$ cat config.mk
export PLATFORM = sky130hd
export DESIGN_NAME = lock_seq_ctrl
export DESIGN_NICKNAME = d
export VERILOG_FILES = /design/src/rtl/lock_seq_ctrl.sv
export SDC_FILE = /design/constraint.sdc
export NUM_CORES = 1
export LEC_CHECK = 0
export ABC_AREA = 0
export BUFFER_PORTS_ARGS = -buffer_cell sky130_fd_sc_hd__buf_2
export CORE_ASPECT_RATIO = 0.6
export CORE_MARGIN = 3
export CORE_UTILIZATION = 55
export DETAILED_ROUTE_END_ITERATION = 6
export PLACE_DENSITY = 0.77
export SETUP_SLACK_MARGIN = 0.05
export SYNTH_ARGS = -nofsm -noshare
export SYNTH_HDL_FRONTEND = slang
export SYNTH_SLANG_ARGS = --single-unit
$ cat constraint.sdc
create_clock -name clk -period 3.1 [get_ports clk]
set_input_delay 0.31 -clock clk [delete_from_list [all_inputs] [get_ports clk]]
set_output_delay 0.31 -clock clk [all_outputs]
set_load 0.01 [all_outputs]
$ cat src/rtl/lock_seq_ctrl.sv
// Four-button code-entry sequencer: captures a 4-press code, checks it,
// and times OPEN/FAIL/LOCKOUT. Optional code programming: LOCK_PROGRAM_EN.
//
// Ports:
//   clk       system clock
//   rst_n     async active-low reset
//   btn_pulse debounced one-cycle press pulses, bit i = button i
//   state_o   current state encoding
//   led       progress / status LEDs
//   unlocked  high in OPEN
//   alarm     high in LOCKOUT
//   fail_cnt  consecutive failed attempts
//   entry_cnt presses captured in this attempt
module lock_seq_ctrl #(
  parameter logic [7:0] CODE          = 8'hE4,
  parameter int         MAX_FAILS     = 3,
  parameter int         HOLD_TICKS    = 16,
  parameter int         LOCKOUT_TICKS = 32,
  parameter int         TIMEOUT_TICKS = 64
) (
  input  logic       clk,
  input  logic       rst_n,
  input  logic [3:0] btn_pulse,
  output logic [2:0] state_o,
  output logic [3:0] led,
  output logic       unlocked,
  output logic       alarm,
  output logic [2:0] fail_cnt,
  output logic [2:0] entry_cnt
);

  localparam int MAX_A = (HOLD_TICKS > LOCKOUT_TICKS) ?
                         HOLD_TICKS : LOCKOUT_TICKS;
  localparam int MAX_DUR = (MAX_A > TIMEOUT_TICKS) ?
                           MAX_A : TIMEOUT_TICKS;
  localparam int TW = $clog2(MAX_DUR) + 1;

  localparam logic [TW-1:0] HOLD_LAST = TW'(HOLD_TICKS - 1);
  localparam logic [TW-1:0] LOCK_LAST = TW'(LOCKOUT_TICKS - 1);
  localparam logic [TW-1:0] TO_LAST   = TW'(TIMEOUT_TICKS - 1);
  localparam logic [2:0]    FAIL_MAX  = 3'(MAX_FAILS);

  typedef enum logic [2:0] {
    S_IDLE    = 3'd0,
    S_ENTRY   = 3'd1,
    S_CHECK   = 3'd2,
    S_OPEN    = 3'd3,
    S_FAIL    = 3'd4,
    S_LOCKOUT = 3'd5,
    S_PROG    = 3'd6
  } state_t;

  state_t        state_q, state_d;
  logic [2:0]    entry_q, entry_d;
  logic [2:0]    fail_q, fail_d;
  logic [TW-1:0] timer_q, timer_d;
  logic [7:0]    slot_q, slot_d;
  logic [7:0]    code_q;

  logic          press_ok;
  logic [1:0]    press_val;
  logic [TW-1:0] timer_inc;
  logic [2:0]    fail_inc;
  logic [2:0]    slot_base;

  // Exactly one bit set; multi-bit chords are not presses.
  assign press_ok  = (|btn_pulse) &&
                     ~(|(btn_pulse & (btn_pulse - 4'd1)));
  // Encoder valid only for one-hot input.
  assign press_val = {btn_pulse[3] | btn_pulse[2],
                      btn_pulse[3] | btn_pulse[1]};
  assign timer_inc = (timer_q == '1) ? timer_q : timer_q + 1'b1;
  assign fail_inc  = fail_q + 3'd1;
  assign slot_base = {entry_q[1:0], 1'b0};

`ifdef LOCK_PROGRAM_EN
  logic       prog_cmd;
  logic [7:0] code_d;

  assign prog_cmd = (btn_pulse == 4'b1111);

  always_ff @(posedge clk or negedge rst_n) begin
    if (!rst_n) code_q <= CODE;
    else        code_q <= code_d;
  end
`else
  assign code_q = CODE;
`endif

  always_ff @(posedge clk or negedge rst_n) begin
    if (!rst_n) begin
      state_q <= S_IDLE;
      entry_q <= '0;
      fail_q  <= '0;
      timer_q <= '0;
      slot_q  <= '0;
    end else begin
      state_q <= state_d;
      entry_q <= entry_d;
      fail_q  <= fail_d;
      timer_q <= timer_d;
      slot_q  <= slot_d;
    end
  end

  always_comb begin
    state_d = state_q;
    entry_d = entry_q;
    fail_d  = fail_q;
    timer_d = timer_q;
    slot_d  = slot_q;
`ifdef LOCK_PROGRAM_EN
    code_d  = code_q;
`endif
    case (state_q)
      S_IDLE: begin
        timer_d = '0;
        if (press_ok) begin
          slot_d[1:0] = press_val;
          entry_d     = 3'd1;
          state_d     = S_ENTRY;
        end
      end
      S_ENTRY: begin
        // A press on the timeout cycle takes priority.
        if (press_ok) begin
          slot_d[slot_base +: 2] = press_val;
          entry_d = entry_q + 3'd1;
          timer_d = '0;
          if (entry_q == 3'd3) state_d = S_CHECK;
        end else if (timer_q == TO_LAST) begin
          state_d = S_IDLE;
          entry_d = '0;
          timer_d = '0;
        end else begin
          timer_d = timer_inc;
        end
      end
      S_CHECK: begin
        entry_d = '0;
        timer_d = '0;
        if (slot_q == code_q) begin
          state_d = S_OPEN;
          fail_d  = '0;
        end else begin
          fail_d  = fail_inc;
          state_d = (fail_inc == FAIL_MAX) ? S_LOCKOUT : S_FAIL;
        end
      end
      S_OPEN: begin
`ifdef LOCK_PROGRAM_EN
        if (prog_cmd) begin
          state_d = S_PROG;
          entry_d = '0;
          timer_d = '0;
        end else
`endif
        if (timer_q == HOLD_LAST) begin
          state_d = S_IDLE;
          timer_d = '0;
        end else begin
          timer_d = timer_inc;
        end
      end
      S_FAIL: begin
        if (timer_q == HOLD_LAST) begin
          state_d = S_IDLE;
          timer_d = '0;
        end else begin
          timer_d = timer_inc;
        end
      end
      S_LOCKOUT: begin
        if (timer_q == LOCK_LAST) begin
          state_d = S_IDLE;
          timer_d = '0;
          fail_d  = '0;
        end else begin
          timer_d = timer_inc;
        end
      end
`ifdef LOCK_PROGRAM_EN
      S_PROG: begin
        if (press_ok) begin
          slot_d[slot_base +: 2] = press_val;
          entry_d = entry_q + 3'd1;
          timer_d = '0;
          if (entry_q == 3'd3) begin
            code_d  = {press_val, slot_q[5:0]};
            entry_d = '0;
            state_d = S_IDLE;
          end
        end else if (timer_q == TO_LAST) begin
          state_d = S_IDLE;
          entry_d = '0;
          timer_d = '0;
        end else begin
          timer_d = timer_inc;
        end
      end
`endif
      default: begin
        state_d = S_IDLE;
        entry_d = '0;
        timer_d = '0;
      end
    endcase
  end

  always_comb begin
    led = 4'b0000;
    case (state_q)
      S_ENTRY: begin
        case (entry_q)
          3'd1:    led = 4'b0001;
          3'd2:    led = 4'b0011;
          3'd3:    led = 4'b0111;
          3'd4:    led = 4'b1111;
          default: led = 4'b0000;
        endcase
      end
      S_CHECK:   led = 4'b1111;
      S_OPEN:    led = 4'b1111;
      S_FAIL:    led = 4'b1010;
      S_LOCKOUT: led = 4'b0101;
      S_PROG:    led = 4'b1001;
      default:   led = 4'b0000;
    endcase
  end

  assign state_o   = state_q;
  assign unlocked  = (state_q == S_OPEN);
  assign alarm     = (state_q == S_LOCKOUT);
  assign fail_cnt  = fail_q;
  assign entry_cnt = entry_q;

endmodule

==> impl_metrics.csv, run 1 <==
group,metric,value,unit
yosys,postSynthCellCount,175,
final_layout,design_area,0.00177,mm²
floorplanning,io_pins,21,
yosys,seq_area_frac_synth,0.376,
floorplanning,fp.coreArea,0.00263,mm²
critical_path,cp_num_buf_inv,2,
final_layout,mostFrequentLayoutCells,"24 x dfrtp_1, 20 x nor2_1, 20 x buf_2",
floorplanning,rows,14,
timing,slew_headroom,0.584,
timing,timing.fmax,405,MHz
power_and_ir_drop,p_seq_frac,0.357,
job,cap_violations,0,
critical_path,end_kind,"output port",
critical_path,crit_path_cell_trace,"inv_1 -> ha_1 -> or4_1 -> a21oi_1 -> o21ai_0 -> and2_1 -> buf_2",
placed_design,place_congestion,0.918,
detailed_routing,drc,0,
timing,layout_min_cycle_time,2.47,ns
detailed_routing,drt-total-wl,3660,µm
final_layout,finalNetCount,209,
timing,finalSetupTns,0,ns
critical_path,crit_path_max_fanout,8,
timing,rsz0062_at_grt,"no",
clock_network,postCtsHoldBufs,0,
outcome,outcome,"finished, final reports clean",
yosys,synth_xor_area_frac,0.0219,
final_layout,area_growth,10.6,%
clock_network,cts_resized,0,
power_and_ir_drop,total_power,1520,µW
critical_path,required,2.79,ns
critical_path,cpLargestDelayFamily,"simple AND/OR/NAND/NOR gates",
yosys,syn_avg_cell_area,9.13,µm²
final_layout,drive_gt1_frac,0.183,
placed_design,dp_hpwl,2750,µm
clock_network,htreeDepth,1,
critical_path,slowest_stage,"or4_1",
timing,setup_viol,0,
detailed_routing,num_vias,1386,
yosys,ys_types,41,
power_and_ir_drop,p_comb_frac,0.502,
yosys,syn_area,0.00160,mm²
global_route,antenna_found_initial,0,
timing,fin_skew,0.0120,ns
placed_design,place_inst,219,
power_and_ir_drop,net-switching-power,669,µW
clock_network,cts_tree,"yes",
critical_path,path_depth,7,
power_and_ir_drop,p_leak,0.000836,µW
global_route,grt_pass1_wl,6000,µm
floorplanning,die-area,0.00361,mm²
placed_design,postPlaceCellArea,0.00171,mm²
timing,final.period_utilization,0.797,
yosys,synth_edf_count,0,
detailed_routing,via_per_inst,6.22,
clock_network,cts.clk_slew.worst_paths,0.09,ns
yosys,synth_compound_area_frac,0.209,
timing,drv_slew,0,
detailed_routing,wl_per_cell,16.4,µm
detailed_routing,dr.pass1.iters,4,
clock_network,clk-insertion-delay-late,0.27,ns
critical_path,r2r_cells,6,
critical_path,worstPathArrival,2.16,ns
yosys,synth_seq_cells,24,
clock_network,clock-sinks,24,
yosys,synth_top_family_by_area,"compound AO/OA/AOI/OAI gates",
floorplanning,fp.dieH,47.8,µm
global_route,grt.overflow.total,0,
yosys,yosysWarnings,0,
yosys,synth-main-ff-cell,"dfrtp_1",
yosys,async_flop_share,1.00,
detailed_routing,final_antenna_net_count,0,
clock_network,cts-root-buf,"clkbuf_8",
floorplanning,start_util,0.608,
critical_path,path_class,"reg -> out",
power_and_ir_drop,intPower,848,µW
detailed_routing,drt-initial-drc-count,192,
yosys,syn_nets,192,
final_layout,n_antenna_cell,0,
yosys,synthAdderAreaFrac,0.0861,
timing,finalHoldViolations,0,
final_layout,stdcell_count,223,
global_route,gr-usage-all-layers,0.226,
power_and_ir_drop,irDropWorstVdd,338,µV
global_route,grt_max_degree,25,
final_layout,fillCellCount,219,
global_route,grt_pass1_vias,1215,
placed_design,portBuffers,20,
power_and_ir_drop,switching_share,0.441,
clock_network,numCtsBuffers,3,
final_layout,mostFrequentLayoutCell,"dfrtp_1",
timing,worstMarginPinSlew,0.624,ns
critical_path,slowest_delay,0.50,ns
yosys,yosys.area_share.simple,0.200,
yosys,muxShareOfSynthArea,0.0619,
critical_path,critPathLaunchType,"flop",
power_and_ir_drop,power_density,858,mW/mm²
floorplanning,die_w,75.6,µm
clock_network,cts_setup_buffers,0,
clock_network,clk_path_buf_depth,2,
power_and_ir_drop,pwr-share-clk,0.141,
min_path,hp-class,"in -> async",
[power groups by stage]
stage | Sequential, µW | Combinational, µW | Clock [µW]
after floorplan | 510 | 541 | 0
after global placement | 529 | 727 | 0
after detailed placement | 544 | 754 | 0
after CTS | 538 | 758 | 219
after global routing | 559 | 846 | 235
final | 541 | 762 | 214
[Yosys cell counts, types with 4 or more instances]
master    number  area share
inv_1         10       0.023
a21oi_1        9       0.028
o21ai_0       13       0.041
ha_1          11       0.086
nor2_1        20       0.047
nand3_1        4       0.013
nand2b_1       4       0.016
a211oi_1       4       0.019
nor3_1         4       0.013
mux2_2         6       0.042
dfrtp_1       24        0.38
clkbuf_1       9       0.021
or3_1          4       0.016
nand2_1       10       0.023
[area by class of cell]
class                   count  area (µm²)  share of cell area
well taps                  32        40.0              0.0227
repair buffers             21         108              0.0609
multi-input cells         132         926               0.524
flip-flops and latches     24         601               0.340
inverters                  10        37.5              0.0212
clock buffers               4        55.1              0.0312
[state kept, by name, indices dropped and copies added, names as in the netlist]
name / cells
entry_cnt: 3
state_o: 3
timer_q: 7
slot_q: 8
fail_cnt: 3
[worst paths after layout]
kind	startpoint	end	slack, ns
max in group asynchronous	rst_n	slot_q[3]$_DFFE_PN0P_	2.71
min in group clk	slot_q[1]$_DFFE_PN0P_	slot_q[1]$_DFFE_PN0P_	0.51
hold reg to reg	slot_q[1]$_DFFE_PN0P_	slot_q[1]$_DFFE_PN0P_	0.51
setup reg to reg	timer_q[1]$_DFF_PN0_	state_o[0]$_DFFE_PN0P_	0.96
setup / recovery	entry_cnt[0]$_DFFE_PN0P_	led[0]	0.63
hold / removal	rst_n	timer_q[6]$_DFF_PN0_	0.01
[cells by family after synthesis]
family,after synthesis
and+or+nand+nor,61
AOI/OAI and AO/OA,47
DFF,24
buffers and inverters,19
adders and majority gates,11
muxes,9
xor gates and xnor gates,4
[layer usage]
metal / part of all wire / vias up / global-route usage
met3: 0.066 / 2 / 0.0545
met4: 0.0052 / 0 / 0.0453
li1: - / 677 / -
met5: 0 / - / 0
met2: 0.43 / 43 / 0.326
met1: 0.49 / 664 / 0.344
[per-stage QoR]
stage	hold slack (ns)	util	setup WS (ns)
2_1_floorplan	0.0144	-	1.11
3_3_place_gp	0.315	0.651	1.01
3_5_place_dp	0.325	0.651	0.940
4_1_cts	0.0310	0.672	0.629
5_1_grt	0.0490	0.672	0.528
6_report	0.0125	0.672	0.631
No activity file was read; power rests on OpenSTA's default activity.
==> run 2: changes to the inputs <==
Clock period 3.1 ns to 2.5 ns, I/O delays scaled along.
==> impl_metrics.csv, run 2 (synthesis results as in run 1) <==
group,metric,value,unit
outcome,outcome,"finished, final reports clean",
critical_path,critPathLaunchType,"flop",
power_and_ir_drop,power_density,1120,mW/mm²
global_route,grt_max_degree,25,
final_layout,area_growth,14.2,%
clock_network,clk_path_buf_depth,2,
clock_network,clk-insertion-delay-late,0.28,ns
floorplanning,io_pins,21,
detailed_routing,final_antenna_net_count,0,
critical_path,timing.rr.start,"timer_q[0]$_DFF_PN0_",
clock_network,htreeDepth,1,
critical_path,crit_path_max_fanout,8,
timing,slew_headroom,0.631,
final_layout,drive_gt1_frac,0.204,
power_and_ir_drop,irDropWorstVdd,450,µV
critical_path,worstReg2RegEnd,"state_o[0]$_DFFE_PN0P_",
timing,timing.fmax,421,MHz
clock_network,numCtsBuffers,3,
timing,drv_slew,0,
clock_network,clock-sinks,24,
critical_path,worstPathArrival,2.12,ns
timing,rsz0062_at_grt,"no",
timing,layout_min_cycle_time,2.37,ns
power_and_ir_drop,total_power,2040,µW
floorplanning,rows,14,
critical_path,cp-endpoint,"led[0]",
clock_network,cts-root-buf,"clkbuf_8",
clock_network,cts_tree,"yes",
power_and_ir_drop,net-switching-power,873,µW
power_and_ir_drop,p_leak,0.000866,µW
placed_design,portBuffers,20,
critical_path,end_kind,"output port",
clock_network,cts.clk_slew.worst_paths,0.09,ns
final_layout,mostFrequentLayoutCells,"23 x dfrtp_1, 20 x nor2_1, 20 x buf_2",
critical_path,r2r_cells,6,
timing,finalHoldViolations,0,
timing,fin_skew,0.00815,ns
detailed_routing,num_vias,1483,
power_and_ir_drop,intPower,1170,µW
critical_path,rrSetupSlack,0.21,ns
final_layout,n_antenna_cell,0,
power_and_ir_drop,p_seq_frac,0.313,
detailed_routing,dr.pass1.iters,6,
global_route,grt_pass1_vias,1257,
placed_design,place_congestion,0.914,
global_route,antenna_found_initial,0,
job,cap_violations,0,
timing,setup_viol,0,
power_and_ir_drop,p_comb_frac,0.517,
timing,worstMarginPinSlew,0.554,ns
detailed_routing,wl_per_cell,17.7,µm
timing,finalSetupTns,0,ns
floorplanning,die-area,0.00361,mm²
power_and_ir_drop,switching_share,0.427,
min_path,hp-class,"in -> reg",
detailed_routing,via_per_inst,6.50,
critical_path,path_class,"reg -> out",
critical_path,required,2.25,ns
final_layout,top_regs,"slot_q (8), timer_q (7)",
detailed_routing,drt-total-wl,4040,µm
final_layout,multi_input_area,926,µm²
floorplanning,fp.dieH,47.8,µm
detailed_routing,drt-initial-drc-count,170,
floorplanning,fp.coreArea,0.00263,mm²
timing,final.period_utilization,0.949,
detailed_routing,drc,0,
power_and_ir_drop,pwr-share-clk,0.170,
final_layout,finalNetCount,214,
placed_design,dp_hpwl,2860,µm
final_layout,mostFrequentLayoutCell,"dfrtp_1",
final_layout,largest-register,"slot_q",
floorplanning,start_util,0.608,
final_layout,seqCellArea,602,µm²
global_route,grt.overflow.total,0,
global_route,grt_pass1_wl,6150,µm
critical_path,cp-startpoint,"entry_cnt[0]$_DFFE_PN0P_",
final_layout,fillCellCount,206,
final_layout,largest_register_ff_count,8,
floorplanning,die_w,75.6,µm
global_route,gr-usage-all-layers,0.234,
run 2: per-layer routing:
| layer | global-route usage | vias up | part of all wire | wire length, µm |
|---|---|---|---|---|
| li1 | - | 680 | - | - |
| met1 | 0.326 | 702 | 0.46 | 1870 |
| met2 | 0.381 | 80 | 0.43 | 1760 |
| met3 | 0.0566 | 21 | 0.077 | 311 |
| met4 | 0.0418 | 0 | 0.026 | 106 |
| met5 | 0 | - | 0 | 0 |
run 2: power groups by stage:
stage | clock, µW | combinational, µW | sequential, µW
after floorplan | 0 | 671 | 633
after global placement | 0 | 936 | 628
after detailed placement | 0 | 985 | 643
after CTS | 348 | 994 | 637
after global routing | 366 | 1160 | 656
final | 347 | 1060 | 639
run 2: how the worst min path moves through the flow:
| stage | start | endpoint | slack, ns | cells after the start |
|---|---|---|---|---|
| 2_1_floorplan | rst_n | entry_cnt[0]$_DFFE_PN0P_ | -0.05 | 0 |
| 3_3_place_gp | rst_n | timer_q[6]$_DFF_PN0_ | 0.26 | 1 |
| 3_5_place_dp | rst_n | state_o[1]$_DFFE_PN0P_ | 0.26 | 1 |
| 4_1_cts | btn_pulse[2] | slot_q[7]$_DFFE_PN0P_ | 0.45 | 4 |
| 5_1_grt | btn_pulse[2] | slot_q[1]$_DFFE_PN0P_ | 0.47 | 3 |
| 6_report | btn_pulse[2] | slot_q[7]$_DFFE_PN0P_ | 0.46 | 4 |
run 2: through the flow:
| step | instances | worst slack, ns | instance area [µm²] | util | hold WS (ns) |
|---|---|---|---|---|---|
| 2_1_floorplan | 175 | 0.566 | 1600 | - | -0.0456 |
| 3_3_place_gp | 220 | 0.443 | 1720 | 0.654 | 0.258 |
| 3_5_place_dp | 220 | 0.299 | 1720 | 0.654 | 0.259 |
| 4_1_cts | 225 | 0.130 | 1800 | 0.686 | 0.449 |
| 5_1_grt | 228 | 0.0557 | 1820 | 0.694 | 0.467 |
| 6_report | 228 | 0.127 | 1820 | 0.694 | 0.455 |
run 2: what timing repair did:
action,4_1_cts,5_1_grt
endpoints found under the setup margin,1,1
pin swaps,0,0
hold buffers,1,0
resized for setup,1,0
buffers inserted,0,3
hold endpoints to repair,24,0
run 2: critical path: stages (launching register included):
cell and delay (ns):
dfrtp_2 0.43, inv_1 0.15, ha_1 0.25, or4_1 0.50, a21oi_1 0.15, o21ai_0 0.09, and2_1 0.15, buf_2 0.13
run 2: final cells by class:
| cell class | count | share of cell area |
|---|---|---|
| clock buffers | 3 | 0.0226 |
| clock inverters | 1 | 0.0165 |
| flip-flops and latches | 24 | 0.330 |
| inverters | 10 | 0.0206 |
| well taps | 32 | 0.0219 |
| multi-input cells | 132 | 0.508 |
| repair buffers | 26 | 0.0809 |
==> run 3: changes to the inputs <==
Settings changed: ABC_AREA 0 to 1, SETUP_SLACK_MARGIN 0.05 to 0.4.
==> impl_metrics.csv, run 3 <==
group,metric,value,unit
critical_path,required,2.25,ns
power_and_ir_drop,p_seq_frac,0.547,
critical_path,crit_path_max_fanout,2,
placed_design,dp_hpwl,2560,µm
critical_path,critPathLaunchType,"flop",
yosys,synth-main-ff-cell,"dfrtp_1",
final_layout,fillCellCount,225,
outcome,outcome,"finished, final reports clean",
final_layout,top_regs,"slot_q (8), timer_q (7)",
timing,fin_ws,0.562,ns
final_layout,finalNetCount,262,
yosys,syn_nets,234,
yosys,syn_avg_cell_area,7.27,µm²
clock_network,clock-sinks,24,
yosys,synth_most_common_cell,"nand2_1",
floorplanning,fp.dieH,47.5,µm
min_path,hp-class,"in -> reg",
power_and_ir_drop,switching_share,0.235,
timing,drv_slew,0,
final_layout,mostFrequentLayoutCell,"nand2_1",
detailed_routing,wl_per_cell,12.2,µm
placed_design,portBuffers,20,
yosys,synthTopCellsByCount,"65 x nand2_1, 24 x dfrtp_1, 24 x inv_1, 24 x nor2_1, 14 x o21ai_0",
timing,rsz0062_at_grt,"no",
min_path,min_from,"btn_pulse[2]",
placed_design,preCtsSetupSlack,0.528,ns
final_layout,design_area,0.00182,mm²
critical_path,timing.rr.start,"timer_q[0]$_DFF_PN0_",
timing,finalHoldViolations,0,
timing,hold_ws,0.403,ns
clock_network,htreeDepth,1,
timing,worstMarginPinSlew,0.544,ns
final_layout,area_growth,15.1,%
detailed_routing,drt-initial-drc-count,90,
placed_design,place_congestion,0.871,
clock_network,clk_path_buf_depth,2,
final_layout,largest-register,"slot_q",
final_layout,largest_register_ff_count,8,
detailed_routing,final_antenna_net_count,0,
final_layout,mostFrequentLayoutCells,"65 x nand2_1, 24 x nor2_1, 23 x inv_1",
clock_network,cts-root-buf,"clkbuf_8",
yosys,synth_top_area_share,0.381,
detailed_routing,num_vias,1408,
final_layout,n_antenna_cell,0,
power_and_ir_drop,pwr-share-clk,0.364,
detailed_routing,drt-total-wl,3360,µm
critical_path,worstPathArrival,1.69,ns
floorplanning,fp.coreArea,0.00261,mm²
yosys,syn_area,0.00158,mm²
global_route,antenna_found_initial,0,
detailed_routing,drc,0,
placed_design,postPlaceCellArea,0.00171,mm²
critical_path,end_kind,"output port",
timing,fin_skew,0.00255,ns
job,cap_violations,0,
yosys,seq_area_frac_synth,0.381,
yosys,yosysWarnings,0,
global_route,grt_pass1_vias,1183,
floorplanning,die-area,0.00357,mm²
floorplanning,io_pins,21,
floorplanning,start_util,0.605,
timing,setup_viol,0,
yosys,yosysTopAreaCell,"dfrtp_1",
critical_path,cp-startpoint,"entry_cnt[0]$_DFFE_PN0P_",
timing,slew_headroom,0.637,
clock_network,numCtsBuffers,3,
global_route,grt.overflow.total,0,
yosys,async_flop_share,1.00,
global_route,gr-usage-all-layers,0.208,
clock_network,clk-insertion-delay-late,0.27,ns
yosys,synth.area.top_cells,"dfrtp_1 38%, nand2_1 15%, ha_1 8.7%",
yosys,ys_types,29,
timing,final.period_utilization,0.775,
timing,layout_min_cycle_time,1.94,ns
power_and_ir_drop,power_density,400,mW/mm²
yosys,synth_seq_cells,24,
power_and_ir_drop,net-switching-power,171,µW
timing,finalSetupTns,0,ns
clock_network,cts.clk_slew.worst_paths,0.08,ns
clock_network,cts_tree,"yes",
power_and_ir_drop,p_comb_frac,0.089,
critical_path,path_class,"reg -> out",
detailed_routing,via_per_inst,5.10,
global_route,grt_pass1_wl,5370,µm
yosys,synth_edf_count,0,
yosys,postSynthCellCount,217,
floorplanning,die_w,75.1,µm
power_and_ir_drop,intPower,556,µW
timing,timing.fmax,516,MHz
power_and_ir_drop,irDropWorstVdd,260,µV
global_route,grt_max_degree,25,
detailed_routing,dr.pass1.iters,4,
final_layout,drive_gt1_frac,0.197,
power_and_ir_drop,p_leak,0.000973,µW
floorplanning,rows,14,
-- run 3: final cells by class --
cell class              count  area, µm²  share of cell area
flip-flops and latches     24        603               0.332
inverters                  28        105              0.0579
well taps                  32       40.0              0.0220
repair buffers             24        133              0.0730
multi-input cells         164        881               0.485
clock buffers               4       55.1              0.0303
-- run 3: metal layers --
metal  global-route usage  share of wire
met2                0.275           0.36
met4               0.0732          0.014
met5                    0              0
met3               0.0608          0.071
met1                0.316           0.55
-- run 3: final timing paths --
kind | end | slack (ns) | cells past startpoint
setup / recovery | led[0] | 0.56 | 9
hold / removal | slot_q[1]$_DFFE_PN0P_ | 0.40 | 5
setup reg to reg | state_o[0]$_DFFE_PN0P_ | 0.94 | 8
hold reg to reg | slot_q[4]$_DFFE_PN0P_ | 0.50 | 2
max in group asynchronous | entry_cnt[0]$_DFFE_PN0P_ | 1.62 | 2
min in group asynchronous | fail_cnt[2]$_DFFE_PN0P_ | 0.49 | 2
-- run 3: logic make-up (layout without fill, tap and decap cells) --
logic type,count (synthesis),count (layout),share of synthesized area
adder cells (fa/ha/maj),11,11,0.0872
AO/OA/AOI/OAI,34,34,0.117
flip-flops,24,24,0.381
XOR/XNOR,4,4,0.0222
AND/OR/NAND/NOR,115,115,0.321
buffers and inverters,29,56,0.0714
-- run 3: metrics by stage --
| stage | cells | util | total power, µW |
|---|---|---|---|
| finish | 276 | 0.696 | 727 |
| global route | 276 | 0.696 | 766 |
| CTS | 275 | 0.688 | 732 |
| detailed placement | 268 | 0.655 | 464 |
| global placement | 268 | 0.655 | 464 |
| floorplan | 217 | - | 439 |
-- run 3: critical path, stage by stage, from the launching register on --
cell and delay, ns:
dfrtp_2 0.41, buf_4 0.13, ha_1 0.21, nand2_1 0.07
nand2_1 0.07, a21oi_2 0.12, nand2_1 0.06, o21ai_0 0.13
o21ai_1 0.09, buf_2 0.14
-- run 3: repair_timing --
action / 4_1_cts / 5_1_grt
endpoints found under the setup margin: 2 / 1
hold buffers: 1 / 0
setup buffers: 2 / 1
gates resized for setup: 3 / 4
endpoints found under the hold margin: 24 / 0
-- run 3: power by group through the flow --
| stage | combinational [µW] | sequential (µW) | clock, µW |
|---|---|---|---|
| finish | 64.9 | 397 | 265 |
| global placement | 59.0 | 405 | 0 |
| detailed placement | 59.3 | 405 | 0 |
| floorplan | 33.9 | 406 | 0 |
| global route | 75.7 | 399 | 292 |
| CTS | 61.0 | 397 | 274 |
